[src/rtl/mem_io_responder_if.sv]
// ----------------------------------------------------------------------------
// mem_io_responder_if
//
// Purpose:
//   Bundles the CPU memory handshake (MIO_EN/R_W request, MEM_R ready), the
//   MAR/MDR data paths and the off-chip SRAM pins into one interface. The
//   responder connects through the 'slave' modport. The environment (CPU
//   datapath, SRAM device and board switches) connects through 'master'.
//
// Signals:
//   MIO_EN      request, active-low            (master -> slave)
//   R_W         1 = read, 0 = write            (master -> slave)
//   ADDR        access address (MAR)           (master -> slave)
//   Data_CPU    write data (MDR)               (master -> slave)
//   Data_Mem    read data register             (slave -> master)
//   MEM_R       one-cycle ready pulse          (slave -> master)
//   SRAM_ADDR   20-bit SRAM address            (slave -> master)
//   SRAM_DQ_I   SRAM read data                 (master -> slave)
//   SRAM_DQ_O   SRAM write data                (slave -> master)
//   SRAM_CE_N   chip enable, active-low        (slave -> master)
//   SRAM_OE_N   output enable, active-low      (slave -> master)
//   SRAM_WE_N   write enable, active-low       (slave -> master)
//   Switches    board switches                 (master -> slave, MMIO build)
//   Hex_Out     hex display register           (slave -> master, MMIO build)
//
// Configuration macro: MEM_IO_RESP_MMIO_EN adds the Switches/Hex_Out signals.
// ----------------------------------------------------------------------------
interface mem_io_responder_if #(
    parameter int ADDR_W = 16,
    parameter int DATA_W = 16
);
    logic              MIO_EN;
    logic              R_W;
    logic [ADDR_W-1:0] ADDR;
    logic [DATA_W-1:0] Data_CPU;
    logic [DATA_W-1:0] Data_Mem;
    logic              MEM_R;

    logic [19:0]       SRAM_ADDR;
    logic [DATA_W-1:0] SRAM_DQ_I;
    logic [DATA_W-1:0] SRAM_DQ_O;
    logic              SRAM_CE_N;
    logic              SRAM_OE_N;
    logic              SRAM_WE_N;

`ifdef MEM_IO_RESP_MMIO_EN
    logic [DATA_W-1:0] Switches;
    logic [DATA_W-1:0] Hex_Out;

    modport slave (
        input  MIO_EN, R_W, ADDR, Data_CPU, SRAM_DQ_I, Switches,
        output Data_Mem, MEM_R, SRAM_ADDR, SRAM_DQ_O,
               SRAM_CE_N, SRAM_OE_N, SRAM_WE_N, Hex_Out
    );

    modport master (
        output MIO_EN, R_W, ADDR, Data_CPU, SRAM_DQ_I, Switches,
        input  Data_Mem, MEM_R, SRAM_ADDR, SRAM_DQ_O,
               SRAM_CE_N, SRAM_OE_N, SRAM_WE_N, Hex_Out
    );
`else
    modport slave (
        input  MIO_EN, R_W, ADDR, Data_CPU, SRAM_DQ_I,
        output Data_Mem, MEM_R, SRAM_ADDR, SRAM_DQ_O,
               SRAM_CE_N, SRAM_OE_N, SRAM_WE_N
    );

    modport master (
        output MIO_EN, R_W, ADDR, Data_CPU, SRAM_DQ_I,
        input  Data_Mem, MEM_R, SRAM_ADDR, SRAM_DQ_O,
               SRAM_CE_N, SRAM_OE_N, SRAM_WE_N
    );
`endif
endinterface

[src/rtl/mem_io_responder.sv]
// ----------------------------------------------------------------------------
// mem_io_responder
//
// Purpose:
//   Memory-side responder for the CPU's MIO_EN/R_W handshake. It accepts one
//   read or write at a time and holds the SRAM strobes for WAIT_CYCLES cycles.
//   It then captures read data into Data_Mem and pulses MEM_R for one cycle.
//   FSM: IDLE -> ACCESS (WAIT_CYCLES cycles) -> DONE (MEM_R) -> IDLE.
//
// Parameters:
//   WAIT_CYCLES  strobe cycles per access, 1..15
//   ADDR_W       CPU address width (must not exceed 20)
//   DATA_W       data width
//   IO_ADDR      memory-mapped I/O address (MMIO build only)
//
// Ports:
//   Clk    in   system clock, rising edge
//   Reset  in   asynchronous reset, active-low
//   bus    mem_io_responder_if.slave: CPU handshake, data and SRAM pins
//
// Configuration macro: MEM_IO_RESP_MMIO_EN
//   Defined  : an access whose latched address equals IO_ADDR targets the board
//              I/O instead of SRAM. Reads return Switches and writes load
//              Hex_Out. No SRAM strobe is asserted, and latency is unchanged.
//   Undefined: every address goes to SRAM; the Switches/Hex_Out signals are absent.
// ----------------------------------------------------------------------------
module mem_io_responder #(
    parameter int WAIT_CYCLES = 2,
    parameter int ADDR_W      = 16,
    parameter int DATA_W      = 16
`ifdef MEM_IO_RESP_MMIO_EN
    ,
    parameter logic [ADDR_W-1:0] IO_ADDR = 16'hFFFF
`endif
) (
    input  logic                  Clk,
    input  logic                  Reset,
    mem_io_responder_if.slave     bus
);

    // ------------------------------------------------------------------
    // Elaboration-time parameter checks
    // ------------------------------------------------------------------
    generate
        if (WAIT_CYCLES < 1 || WAIT_CYCLES > 15) begin : g_bad_wait
            $error("mem_io_responder: WAIT_CYCLES must be in 1..15");
        end
        if (ADDR_W < 1 || ADDR_W > 20) begin : g_bad_addr_w
            $error("mem_io_responder: ADDR_W must be in 1..20");
        end
    endgenerate

    // ------------------------------------------------------------------
    // State encoding
    // ------------------------------------------------------------------
    localparam logic [1:0] ST_IDLE   = 2'd0;
    localparam logic [1:0] ST_ACCESS = 2'd1;
    localparam logic [1:0] ST_DONE   = 2'd2;

    // The counter holds the remaining ACCESS cycles minus one. Loading
    // WAIT_CYCLES-1 gives exactly WAIT_CYCLES strobe cycles.
    localparam logic [3:0] CNT_LOAD  = 4'(WAIT_CYCLES - 1);

    // ------------------------------------------------------------------
    // Registers
    // ------------------------------------------------------------------
    logic [1:0]        state_q, state_d;
    logic [3:0]        count_q, count_d;
    logic              rw_q, rw_d;
    logic [ADDR_W-1:0] addr_q, addr_d;
    logic [DATA_W-1:0] wdata_q, wdata_d;
    logic [DATA_W-1:0] rdata_q, rdata_d;

`ifdef MEM_IO_RESP_MMIO_EN
    logic              io_q, io_d;
    logic [DATA_W-1:0] hex_q, hex_d;
`endif

    // ------------------------------------------------------------------
    // Decode helpers
    // ------------------------------------------------------------------
    logic              in_access;
    logic              last_access;
    logic              sram_sel;
    logic [DATA_W-1:0] read_src;

    assign in_access   = (state_q == ST_ACCESS);
    assign last_access = in_access && (count_q == 4'd0);

`ifdef MEM_IO_RESP_MMIO_EN
    // The I/O decision is latched with the request. A later change to ADDR
    // therefore cannot move an access between SRAM and I/O mid-strobe.
    assign sram_sel = ~io_q;
    assign read_src = io_q ? bus.Switches : bus.SRAM_DQ_I;
`else
    assign sram_sel = 1'b1;
    assign read_src = bus.SRAM_DQ_I;
`endif

    // ------------------------------------------------------------------
    // Next-state logic
    // ------------------------------------------------------------------
    always_comb begin
        state_d = state_q;
        count_d = count_q;
        rw_d    = rw_q;
        addr_d  = addr_q;
        wdata_d = wdata_q;
        rdata_d = rdata_q;
`ifdef MEM_IO_RESP_MMIO_EN
        io_d    = io_q;
        hex_d   = hex_q;
`endif

        case (state_q)
            ST_IDLE: begin
                // Request inputs are sampled only here. Changes to them
                // during ACCESS/DONE never reach the latched copies.
                if (!bus.MIO_EN) begin
                    state_d = ST_ACCESS;
                    count_d = CNT_LOAD;
                    rw_d    = bus.R_W;
                    addr_d  = bus.ADDR;
                    wdata_d = bus.Data_CPU;
`ifdef MEM_IO_RESP_MMIO_EN
                    io_d    = (bus.ADDR == IO_ADDR);
`endif
                end
            end

            ST_ACCESS: begin
                if (count_q == 4'd0) begin
                    state_d = ST_DONE;
                    // Only a completed read updates Data_Mem. Writes leave
                    // the last read value in place.
                    if (rw_q) begin
                        rdata_d = read_src;
                    end
`ifdef MEM_IO_RESP_MMIO_EN
                    if (!rw_q && io_q) begin
                        hex_d = wdata_q;
                    end
`endif
                end else begin
                    count_d = count_q - 4'd1;
                end
            end

            ST_DONE: begin
                state_d = ST_IDLE;
            end

            default: begin
                state_d = ST_IDLE;
            end
        endcase
    end

    // ------------------------------------------------------------------
    // State registers
    // ------------------------------------------------------------------
    always_ff @(posedge Clk or negedge Reset) begin
        if (!Reset) begin
            state_q <= ST_IDLE;
            count_q <= 4'd0;
            rw_q    <= 1'b0;
            addr_q  <= '0;
            wdata_q <= '0;
            rdata_q <= '0;
        end else begin
            state_q <= state_d;
            count_q <= count_d;
            rw_q    <= rw_d;
            addr_q  <= addr_d;
            wdata_q <= wdata_d;
            rdata_q <= rdata_d;
        end
    end

`ifdef MEM_IO_RESP_MMIO_EN
    always_ff @(posedge Clk or negedge Reset) begin
        if (!Reset) begin
            io_q  <= 1'b0;
            hex_q <= '0;
        end else begin
            io_q  <= io_d;
            hex_q <= hex_d;
        end
    end

    assign bus.Hex_Out = hex_q;
`endif

    // ------------------------------------------------------------------
    // Outputs
    // ------------------------------------------------------------------
    // The strobes decode directly from registered state. Reset forces them
    // high at once, and WE_N rises on the same edge that enters DONE. The
    // latched address and data therefore stay stable for the whole strobe.
    assign bus.SRAM_CE_N = ~(in_access && sram_sel);
    assign bus.SRAM_OE_N = ~(in_access && sram_sel && rw_q);
    assign bus.SRAM_WE_N = ~(in_access && sram_sel && !rw_q);

    assign bus.MEM_R     = (state_q == ST_DONE);
    assign bus.Data_Mem  = rdata_q;
    assign bus.SRAM_DQ_O = wdata_q;

    // Zero-extend the latched CPU address onto the 20-bit SRAM address bus.
    genvar gi;
    generate
        for (gi = 0; gi < 20; gi++) begin : g_sram_addr
            if (gi < ADDR_W) begin : g_bit
                assign bus.SRAM_ADDR[gi] = addr_q[gi];
            end else begin : g_pad
                assign bus.SRAM_ADDR[gi] = 1'b0;
            end
        end
    endgenerate

    // last_access is kept as a named term for debug visibility. The
    // reduction below consumes it without affecting any output.
    logic unused_ok;
    assign unused_ok = &{1'b0, last_access};

endmodule

[src/flat_wrapper.sv]
// flat-port wrapper written by rule: the top's interface ports become plain ports
module mem_io_responder_flat 
#(
    parameter int WAIT_CYCLES = 2,
    parameter int ADDR_W      = 16,
    parameter int DATA_W      = 16

)
  (Clk, Reset, bus_MIO_EN, bus_R_W, bus_ADDR, bus_Data_CPU, bus_SRAM_DQ_I, bus_Data_Mem, bus_MEM_R, bus_SRAM_ADDR, bus_SRAM_DQ_O, bus_SRAM_CE_N, bus_SRAM_OE_N, bus_SRAM_WE_N);
  mem_io_responder_if #(.ADDR_W(ADDR_W), .DATA_W(DATA_W)) bus_i ();
  input  logic Clk;
  input  logic Reset;
  input wire logic [$bits(bus_i.MIO_EN)-1:0] bus_MIO_EN;
  input wire logic [$bits(bus_i.R_W)-1:0] bus_R_W;
  input wire logic [$bits(bus_i.ADDR)-1:0] bus_ADDR;
  input wire logic [$bits(bus_i.Data_CPU)-1:0] bus_Data_CPU;
  input wire logic [$bits(bus_i.SRAM_DQ_I)-1:0] bus_SRAM_DQ_I;
  output wire logic [$bits(bus_i.Data_Mem)-1:0] bus_Data_Mem;
  output wire logic [$bits(bus_i.MEM_R)-1:0] bus_MEM_R;
  output wire logic [$bits(bus_i.SRAM_ADDR)-1:0] bus_SRAM_ADDR;
  output wire logic [$bits(bus_i.SRAM_DQ_O)-1:0] bus_SRAM_DQ_O;
  output wire logic [$bits(bus_i.SRAM_CE_N)-1:0] bus_SRAM_CE_N;
  output wire logic [$bits(bus_i.SRAM_OE_N)-1:0] bus_SRAM_OE_N;
  output wire logic [$bits(bus_i.SRAM_WE_N)-1:0] bus_SRAM_WE_N;
  assign bus_i.MIO_EN = bus_MIO_EN;
  assign bus_i.R_W = bus_R_W;
  assign bus_i.ADDR = bus_ADDR;
  assign bus_i.Data_CPU = bus_Data_CPU;
  assign bus_i.SRAM_DQ_I = bus_SRAM_DQ_I;
  assign bus_Data_Mem = bus_i.Data_Mem;
  assign bus_MEM_R = bus_i.MEM_R;
  assign bus_SRAM_ADDR = bus_i.SRAM_ADDR;
  assign bus_SRAM_DQ_O = bus_i.SRAM_DQ_O;
  assign bus_SRAM_CE_N = bus_i.SRAM_CE_N;
  assign bus_SRAM_OE_N = bus_i.SRAM_OE_N;
  assign bus_SRAM_WE_N = bus_i.SRAM_WE_N;
  mem_io_responder #(.WAIT_CYCLES(WAIT_CYCLES), .ADDR_W(ADDR_W), .DATA_W(DATA_W)) u_core (.Clk(Clk), .Reset(Reset), .bus(bus_i));
endmodule
[config.mk]
export PLATFORM = sky130hd
export DESIGN_NAME = mem_io_responder_flat
export DESIGN_NICKNAME = d
export VERILOG_FILES = /design/src/rtl/mem_io_responder_if.sv /design/src/rtl/mem_io_responder.sv /design/src/flat_wrapper.sv
export SDC_FILE = /design/constraint.sdc
export NUM_CORES = 1
export LEC_CHECK = 0
export ABC_AREA = 1
export CAP_MARGIN = 20
export CORE_UTILIZATION = 40
export DETAILED_ROUTE_END_ITERATION = 12
export PLACE_DENSITY = 0.79
export SLEW_MARGIN = 5
export SYNTH_ARGS = -nofsm -noshare
export SYNTH_HDL_FRONTEND = slang
export SYNTH_SLANG_ARGS = --single-unit
export TNS_END_PERCENT = 5
[constraint.sdc]
create_clock -name Clk -period 1.7 [get_ports Clk]
set_input_delay 0.255 -clock Clk [delete_from_list [all_inputs] [get_ports Clk]]
set_output_delay 0.255 -clock Clk [all_outputs]
set_load 0.005 [all_outputs]
==> reports/results.ini <==
[run_status]
status=finished clean

[critical_path]
required_ns=1.44
reg2reg_depth=6
timing.rr.start=u_core.count_q[0]
r2r_slack_ns=0.26
critPathKind=register to output pin
cp_max_fo=4
crit_arrival_ns=1.38
endpoint_kind=output pin
crit_chain=nand2_2 -> clkdlybuf4s50_1
startpoint_type=register
cpPeakStageDelay_ns=0.54
slowest_stage=clkdlybuf4s50_1
r2r_end=u_core.bus.Data_Mem[15]

[drt]
vias=2029
drt-vias-per-instance=4.73
wl_mm=5.66
drt_iter0_drc=102
routedWlPerCell_um=13.2
ant_nets=0
route.detailed.drc=0
firstDrtPassIters=4

[yosys]
ys_warn_count=0
synth_cell_types=23
netlist_area_um2=2260
ys_seq_area_share_pct=60.9
yosys.area.top_type=dfrtp_1
syn_area_per_cell_um2=8.96
synth-seq-cells=55
yosys.area.top_type_share_pct=60.9
netlist_instances=252
yosys-top-cells-area=dfrtp_1 (61%), nand2_1 (17%), nand3_1 (7.5%)

[sta]
period_share_pct=95.9
fin_crit_ns=1.63
maxSlewViolCount=0
finalSetupTns_ns=0
fin_worst_skew_ns=0.00563
finalSetupViolations=0
fmax_ghz=0.613
rsz0062_at_grt=no
setup_ws_ns=0.0697
hold_viol_final=0

[floorplan]
rows=26
die_height_um=77.1
start_util_pct=42.9
io_pins=108
dieArea_um2=5950
fp.coreArea_um2=5270
fp.dieW_um=77.1

[final_layout]
layout_common_cells=nand2_1 (102), clkdlybuf4s50_1 (99), dfrtp_1 (55)
drive_gt1_share_pct=6.96
fin_util_pct=66.3
area_delta_synth_final_pct=54.7
mostFrequentLayoutCell=nand2_1
diodes=0
fillers=484
num-nets-final=411

[clock_tree]
cts_max_path_buffers=2
cts_tree=built
cts_sinks=55
htreeDepth=2
path_clk_slew_ns=0.09
cts_buffers=5
clk_latency_ns=0.31
root_buffer=clkbuf_8

[placement]
hpwlAfterDp_mm=3.97
numPortBuffers=103
dp_slack_ns=0.234
globalplace.congestion=0.785

[pwr]
sequentialPowerShare_pct=37.3
power_density_nw_per_um2=1750
power_frac_clock_pct=14.4
p_leak_nw=1.67
p_int_mw=3.99
power_switching_mw=2.12
vdd_ir_drop_max_v=0.000906
comb_power_share_pct=48.3
power.switching_fraction_pct=34.7

[global_routing]
grt_max_degree=40
grt_usage_pct=20.7
grt_pass1_vias=2004
overflow=0
grt_pass1_wl_mm=9.64
antenna_found_initial=0

[run]
maxCapViolations=0

[worst_hold_path]
hold_path_class=input pin to asynchronous set/reset pin

## layer usage
metal  track usage [%]  wire length [um]
met5                 0                 0
met4              8.87                82
met3              3.10               257
met2              35.6              2900
met1              25.9              2430
## stage by stage
| stage | power (mW) | std cells | hold WS, ns | area (um^2) |
|---|---|---|---|---|
| floorplan | 3.54 | 255 | -0.0406 | 2270 |
| global placement | 5.14 | 418 | 0.204 | 3350 |
| detailed placement | 5.25 | 418 | 0.208 | 3350 |
| CTS | 6.18 | 429 | 0.400 | 3490 |
| global route | 6.59 | 429 | 0.445 | 3490 |
| finish | 6.11 | 429 | 0.411 | 3490 |
## worst max-delay path: cells and delay by family, from the launching register on
kind | cells | cell delay [ns]
and+or+nand+nor | 1 | 0.12
DFF | 1 | 0.40
buffers and inverters | 1 | 0.54
## synthesized netlist by cell type
| master | instances |
|---|---|
| buf_2 | 5 |
| nand2_1 | 102 |
| nand2_2 | 2 |
| inv_2 | 1 |
| o21ai_0 | 14 |
| nor2_2 | 1 |
| conb_1 | 1 |
| nor2_1 | 8 |
| nand4_1 | 1 |
| ha_1 | 1 |
| nand3_1 | 34 |
| xor2_1 | 1 |
| clkinv_2 | 1 |
| dfrtp_1 | 55 |
| o22ai_1 | 1 |
| buf_6 | 1 |
| o21ai_1 | 5 |
| clkbuf_1 | 6 |
| inv_1 | 4 |
| buf_4 | 5 |
| a21oi_1 | 1 |
| nand2_4 | 1 |
| nor2_4 | 1 |
## flip-flops by register name, summed over array words and instances, names as in the netlist
register / flops
u_core.addr_q: 16
u_core.bus.Data_Mem: 16
u_core.bus.SRAM_DQ_O: 16
u_core.count_q: 4
u_core.rw_q: 1
u_core.state_q: 2
## how the worst max path moves through the flow
stage	startpoint	slack (ns)	endpoint
6_report	u_core.state_q[0]	0.07	bus_SRAM_CE_N
5_1_grt	u_core.state_q[0]	0.004	bus_SRAM_CE_N
4_1_cts	u_core.state_q[0]	0.06	bus_SRAM_CE_N
3_5_place_dp	u_core.state_q[0]	0.23	bus_SRAM_OE_N
3_3_place_gp	u_core.state_q[0]	0.28	bus_SRAM_WE_N
2_1_floorplan	u_core.count_q[0]	0.34	u_core.bus.Data_Mem[10]
## power groups by stage
stage / Combinational (mW) / Clock (mW) / Sequential, mW
2_1_floorplan: 1.22 / 0 / 2.32
3_5_place_dp: 2.96 / 0 / 2.30
3_3_place_gp: 2.85 / 0 / 2.28
6_report: 2.95 / 0.879 / 2.28
5_1_grt: 3.27 / 0.953 / 2.36
4_1_cts: 2.99 / 0.906 / 2.28
## logic make-up after synthesis
family                   count (synthesis)  synth area share, %
adder cells (fa/ha/maj)                  1                0.554
flip-flops                              55                 60.9
AND/OR/NAND/NOR                        150                 27.9
other                                    1                0.166
XOR/XNOR                                 1                0.388
AO/OA/AOI/OAI                           21                 4.71
buffers and inverters                   23                 5.32
## area by class of cell
type | count | area [um^2] | share of cell area, %
inverter | 6 | 27.5 | 0.788
multi-input combinational | 177 | 773 | 22.1
timing repair buffer | 113 | 1110 | 31.8
clock inverter | 2 | 35.0 | 1.00
clock buffer | 6 | 82.6 | 2.36
tap | 70 | 87.6 | 2.51
sequential | 55 | 1380 | 39.4
## what timing repair did
| item | in CTS | in global routing |
|---|---|---|
| hold endpoints to repair | 16 | 0 |
| gates resized for setup | 4 | 0 |
| setup endpoints to repair | 2 | 0 |
| setup buffers | 2 | 0 |
| hold buffers | 1 | 0 |
(Power assumes the default switching activity.)
==> RTL change 1 (config.mk and constraints unchanged) <==
`ADDR_W` is set to 16 in 3 places; all go to 15.
--- a/src/rtl/mem_io_responder_if.sv
+++ b/src/rtl/mem_io_responder_if.sv
@@ -27,5 +27,5 @@
 // ----------------------------------------------------------------------------
 interface mem_io_responder_if #(
-    parameter int ADDR_W = 16,
+    parameter int ADDR_W = 15,
     parameter int DATA_W = 16
 );
--- a/src/rtl/mem_io_responder.sv
+++ b/src/rtl/mem_io_responder.sv
@@ -27,5 +27,5 @@
 module mem_io_responder #(
     parameter int WAIT_CYCLES = 2,
-    parameter int ADDR_W      = 16,
+    parameter int ADDR_W      = 15,
     parameter int DATA_W      = 16
 `ifdef MEM_IO_RESP_MMIO_EN
--- a/src/flat_wrapper.sv
+++ b/src/flat_wrapper.sv
@@ -3,5 +3,5 @@
 #(
     parameter int WAIT_CYCLES = 2,
-    parameter int ADDR_W      = 16,
+    parameter int ADDR_W      = 15,
     parameter int DATA_W      = 16
 
Interface: changed (resized bus_ADDR); port bits go from 108 to 107. No check against the original RTL was run, so the function may have changed too.
==> RTL change 1 against the original RTL <==
  * Wire length shrank 6.8%
  * Cell count is 1.2% lower
  * Area after synthesis fell by 0.66%
  * Clock power is 5.2% lower
  * Power down 1.8%
  * Cell area shrank 1.4%
  * Highest routed layer unchanged
  * Critical endpoint unchanged
  * Setup slack improved by 10 ps
  * Critical path type unchanged
  * Non-clock buffer count down 2
  * Sequential cell count is 1 lower
==> RTL change 1: results (changes against the original RTL) <==
----------------------------------------------------
[Run status]
  Result of the run ... complete, no violations (unchanged)

[Power and ir drop]
  Total sequential power ... 0.00223 W (was 0.00228 W)
  Clock power frac ... 0.139 (was 0.144)
  Clock group ... 0.000833 W (was 0.000879 W)
  P_sw ... 0.00208 W (was 0.00212 W)

[Synthesis]
  Count of unique library cells instantiated by Yosys ... 22 (was 23)
  Sequential-to-total area share from yosys stat ... 0.602 (was 0.609)
  Average cell area after synthesis ... 9.01 um^2 (was 8.96 um^2)

[Setup path]
  Cells on worst reg2reg path ... 7 (was 6)

[Global route]
  First-pass GRT wire length ... 9.05 mm (was 9.64 mm)
  Met3 layer usage reported by global route ... 0.0429 (was 0.0310)
  Largest net degree at the start of global routing ... 32 (was 40)

[Place]
  Port Buffers ... 101 (was 103)
  Total instance count after detailed placement ... 414 (was 418)
  Total half-perimeter wirelength after legalization and detailed placement ... 3.97 mm (about the same)
  Post-DP Area ... 0.00332 mm^2 (was 0.00335 mm^2)

[Timing]
  Worst Hold Slack ... 464 ps (was 411 ps)
  Post-route minimum period ... 1620 ps (was 1630 ps)

[Cells and area]
  Clock network area share ... 0.0309 (was 0.0337)
  Non-clock buffer count ... 111 (was 113)
  Fraction of layout cells with a size suffix above 1 ... 0.0706 (was 0.0696)
  Portion of the layout cell area used by non-clock buffers ... 0.317 (was 0.318)
  Sequential Area ... 0.00135 mm^2 (was 0.00138 mm^2)
  Multi-input logic portion of the cell area ... 0.227 (was 0.221)

[Clock tree]
  Setup Buffers After CTS ... 1 (was 2)
  Cts repair resizes ... 3 (was 4)

[Drt]
  Routed WL ... 5.28 mm (was 5.66 mm)
  Met1 wire length ... 2.30 mm (was 2.43 mm)
  Detail-routed net length per standard cell ... 12.5 um (was 13.2 um)
  Routed wl met3 ... 275 um (was 257 um)

----------------------------------------------------
-- RTL change 1: critical path, cell delays in order (launching register included) --
cell and delay [ps]:
sky130_fd_sc_hd__dfrtp_1 420, sky130_fd_sc_hd__nand2_2 120, sky130_fd_sc_hd__clkdlybuf4s50_1 530
-- RTL change 1: worst paths after layout --
path                                                            to
max in group asynchronous            u_core.addr_q[14]$_DFFE_PN0P_
worst max-delay path                                 bus_SRAM_CE_N
worst min-delay path            u_core.bus.Data_Mem[6]$_DFFE_PN0P_
min in group Clk                     u_core.addr_q[14]$_DFFE_PN0P_
worst min register to register       u_core.addr_q[14]$_DFFE_PN0P_
worst max register to register       u_core.count_q[0]$_DFFE_PN0P_
-- RTL change 1: logic make-up after synthesis --
kind of cell             count (synthesis)  share of synthesized area
buffers and inverters                   24                     0.0586
adder cells (fa/ha/maj)                  1                    0.00558
XOR/XNOR                                 1                    0.00390
AO/OA/AOI/OAI                           21                     0.0474
AND/OR/NAND/NOR                        147                      0.281
flip-flops                              54                      0.602
other                                    1                    0.00167
==> RTL change 2 (same settings) <==
Without the edit above. `rdata_q` no longer has a reset.
--- a/src/rtl/mem_io_responder.sv
+++ b/src/rtl/mem_io_responder.sv
@@ -167,5 +167,4 @@
             addr_q  <= '0;
             wdata_q <= '0;
-            rdata_q <= '0;
         end else begin
             state_q <= state_d;
@@ -174,6 +173,9 @@
             addr_q  <= addr_d;
             wdata_q <= wdata_d;
-            rdata_q <= rdata_d;
-        end
+        end
+    end
+
+    always_ff @(posedge Clk) begin
+        rdata_q <= rdata_d;
     end
 
Formal check against the unedited RTL: differs if Reset is asserted again (counterexample within 4 cycles, from zero or initial values and one cycle with Reset low); with Reset held inactive, the same outputs for 10 cycles.
==> RTL change 2 against the original RTL <==
  * Core utilization down 0.26 points
  * Area after synthesis down 6.1%
  * Wire length down 19%
  * Cell area down 3.5%
  * Sequential share of layout area up 3.8 points
  * Power down 17%
  * Die area down 6.0%
  * Sequential cell count unchanged
  * Setup slack worse by 3.2 ps
==> RTL change 2: results (changes against the original RTL) <==
----------------------------------------------------
[Run status]
  Result of the run ... complete, no violations (unchanged)

[Timing]
  Final Skew ... 8.15 ps (was 5.63 ps)
  Worst Hold Slack ... 399 ps (was 411 ps)

[Synthesis]
  Number of enable-type register cells in the synthesized netlist ... 16 (was 0)
  Top post-synthesis cells by count ... sky130_fd_sc_hd__nand2_1 (70), sky130_fd_sc_hd__dfrtp_1 (39), sky130_fd_sc_hd__nand3_1 (35), sky130_fd_sc_hd__edfxtp_1 (16), sky130_fd_sc_hd__nor2_1 (8) (was sky130_fd_sc_hd__nand2_1 (102), sky130_fd_sc_hd__dfrtp_1 (55), sky130_fd_sc_hd__nand3_1 (34), sky130_fd_sc_hd__o21ai_0 (14), sky130_fd_sc_hd__nor2_1 (8))
  Average cell area after synthesis ... 10.6 um^2 (was 8.96 um^2)
  Sequential-to-total area share from yosys stat ... 0.687 (was 0.609)
  Post-synthesis compound-gate area fraction ... 0.0100 (was 0.0471)

[Setup path]
  Worst reg-to-reg setup slack ... 230 ps (was 260 ps)
  Longest individual stage delay on the worst path ... 380 ps (was 540 ps)
  Cells on worst reg2reg path ... 5 (was 6)
  Largest delay share family, worst path ... flip-flops (was buffers and inverters)
  Worst Setup EP ... bus_SRAM_WE_N (was bus_SRAM_CE_N)
  Max Fanout on Critical Path ... 5 (was 4)
  Reg-to-reg critical path endpoint ... u_core.bus.Data_Mem[15]$_DFFE_PP_ (was u_core.bus.Data_Mem[15]$_DFFE_PN0P_)
  Cell with the largest stage delay on the worst path ... sky130_fd_sc_hd__dfrtp_1 (was sky130_fd_sc_hd__clkdlybuf4s50_1)

[Place]
  Post-DP Area ... 0.00326 mm^2 (was 0.00335 mm^2)
  Minimum setup slack after placement ... 190 ps (was 234 ps)
  Total half-perimeter wirelength after legalization and detailed placement ... 3.48 mm (was 3.97 mm)
  Gpl congestion ... 0.849 (was 0.785)
  Total instance count after detailed placement ... 371 (was 418)

[Global route]
  Largest net degree at the start of global routing ... 22 (was 40)
  Vias in the first global route ... 1645 (was 2004)
  Met1 Track Usage GR ... 0.196 (was 0.259)
  Global-route total usage across every layer ... 0.173 (was 0.207)
  Met2 routing resource usage after global routing ... 0.301 (was 0.356)

[Power and ir drop]
  Peak supply drop ... 0.648 mV (was 0.906 mV)

[Cells and area]
  Fraction of layout cells with a size suffix above 1 ... 0.0868 (was 0.0696)
  Final std cells w/o fill ... 381 (was 429)
  Filler cells ... 436 (was 484)

[Drt]
  Drt via density ... 4.64 (was 4.73)
  Met1 wire length ... 1.85 mm (was 2.43 mm)
  Detail-routed net length per standard cell ... 12.0 um (was 13.2 um)
  Number of violations reported at the end of detailed-routing iteration 0 ... 97 (was 102)
  Met2 wire length ... 2.20 mm (was 2.90 mm)

----------------------------------------------------
-- RTL change 2: cell types whose count changed in the layout (fill, tap and decap cells not counted), moves of 2 or more --
cell	unedited run	this run
sky130_fd_sc_hd__edfxtp_1	0	16
sky130_fd_sc_hd__o21ai_1	5	1
sky130_fd_sc_hd__nand2_4	1	3
sky130_fd_sc_hd__dfrtp_1	55	39
sky130_fd_sc_hd__o21ai_0	14	2
sky130_fd_sc_hd__nand2_1	102	70
-- RTL change 2: area by class of cell --
type                            instances  area, um^2  share of cell area
Clock buffer                            5        68.8              0.0204
Clock inverter                          3        25.0             0.00742
Sequential cell                        55        1460               0.432
Tap cell                               70        87.6              0.0260
Inverter                                5        18.8             0.00556
Timing Repair Buffer                  113        1120               0.333
Multi-Input combinational cell        130         592               0.175
-- RTL change 2: power breakdown --
part           switching, W  internal (W)  leakage [nW]
clock              0.000433      0.000295        0.0443
combinational      0.000999       0.00125         0.841
sequential         0.000251       0.00185         0.629
total               0.00168       0.00340          1.51
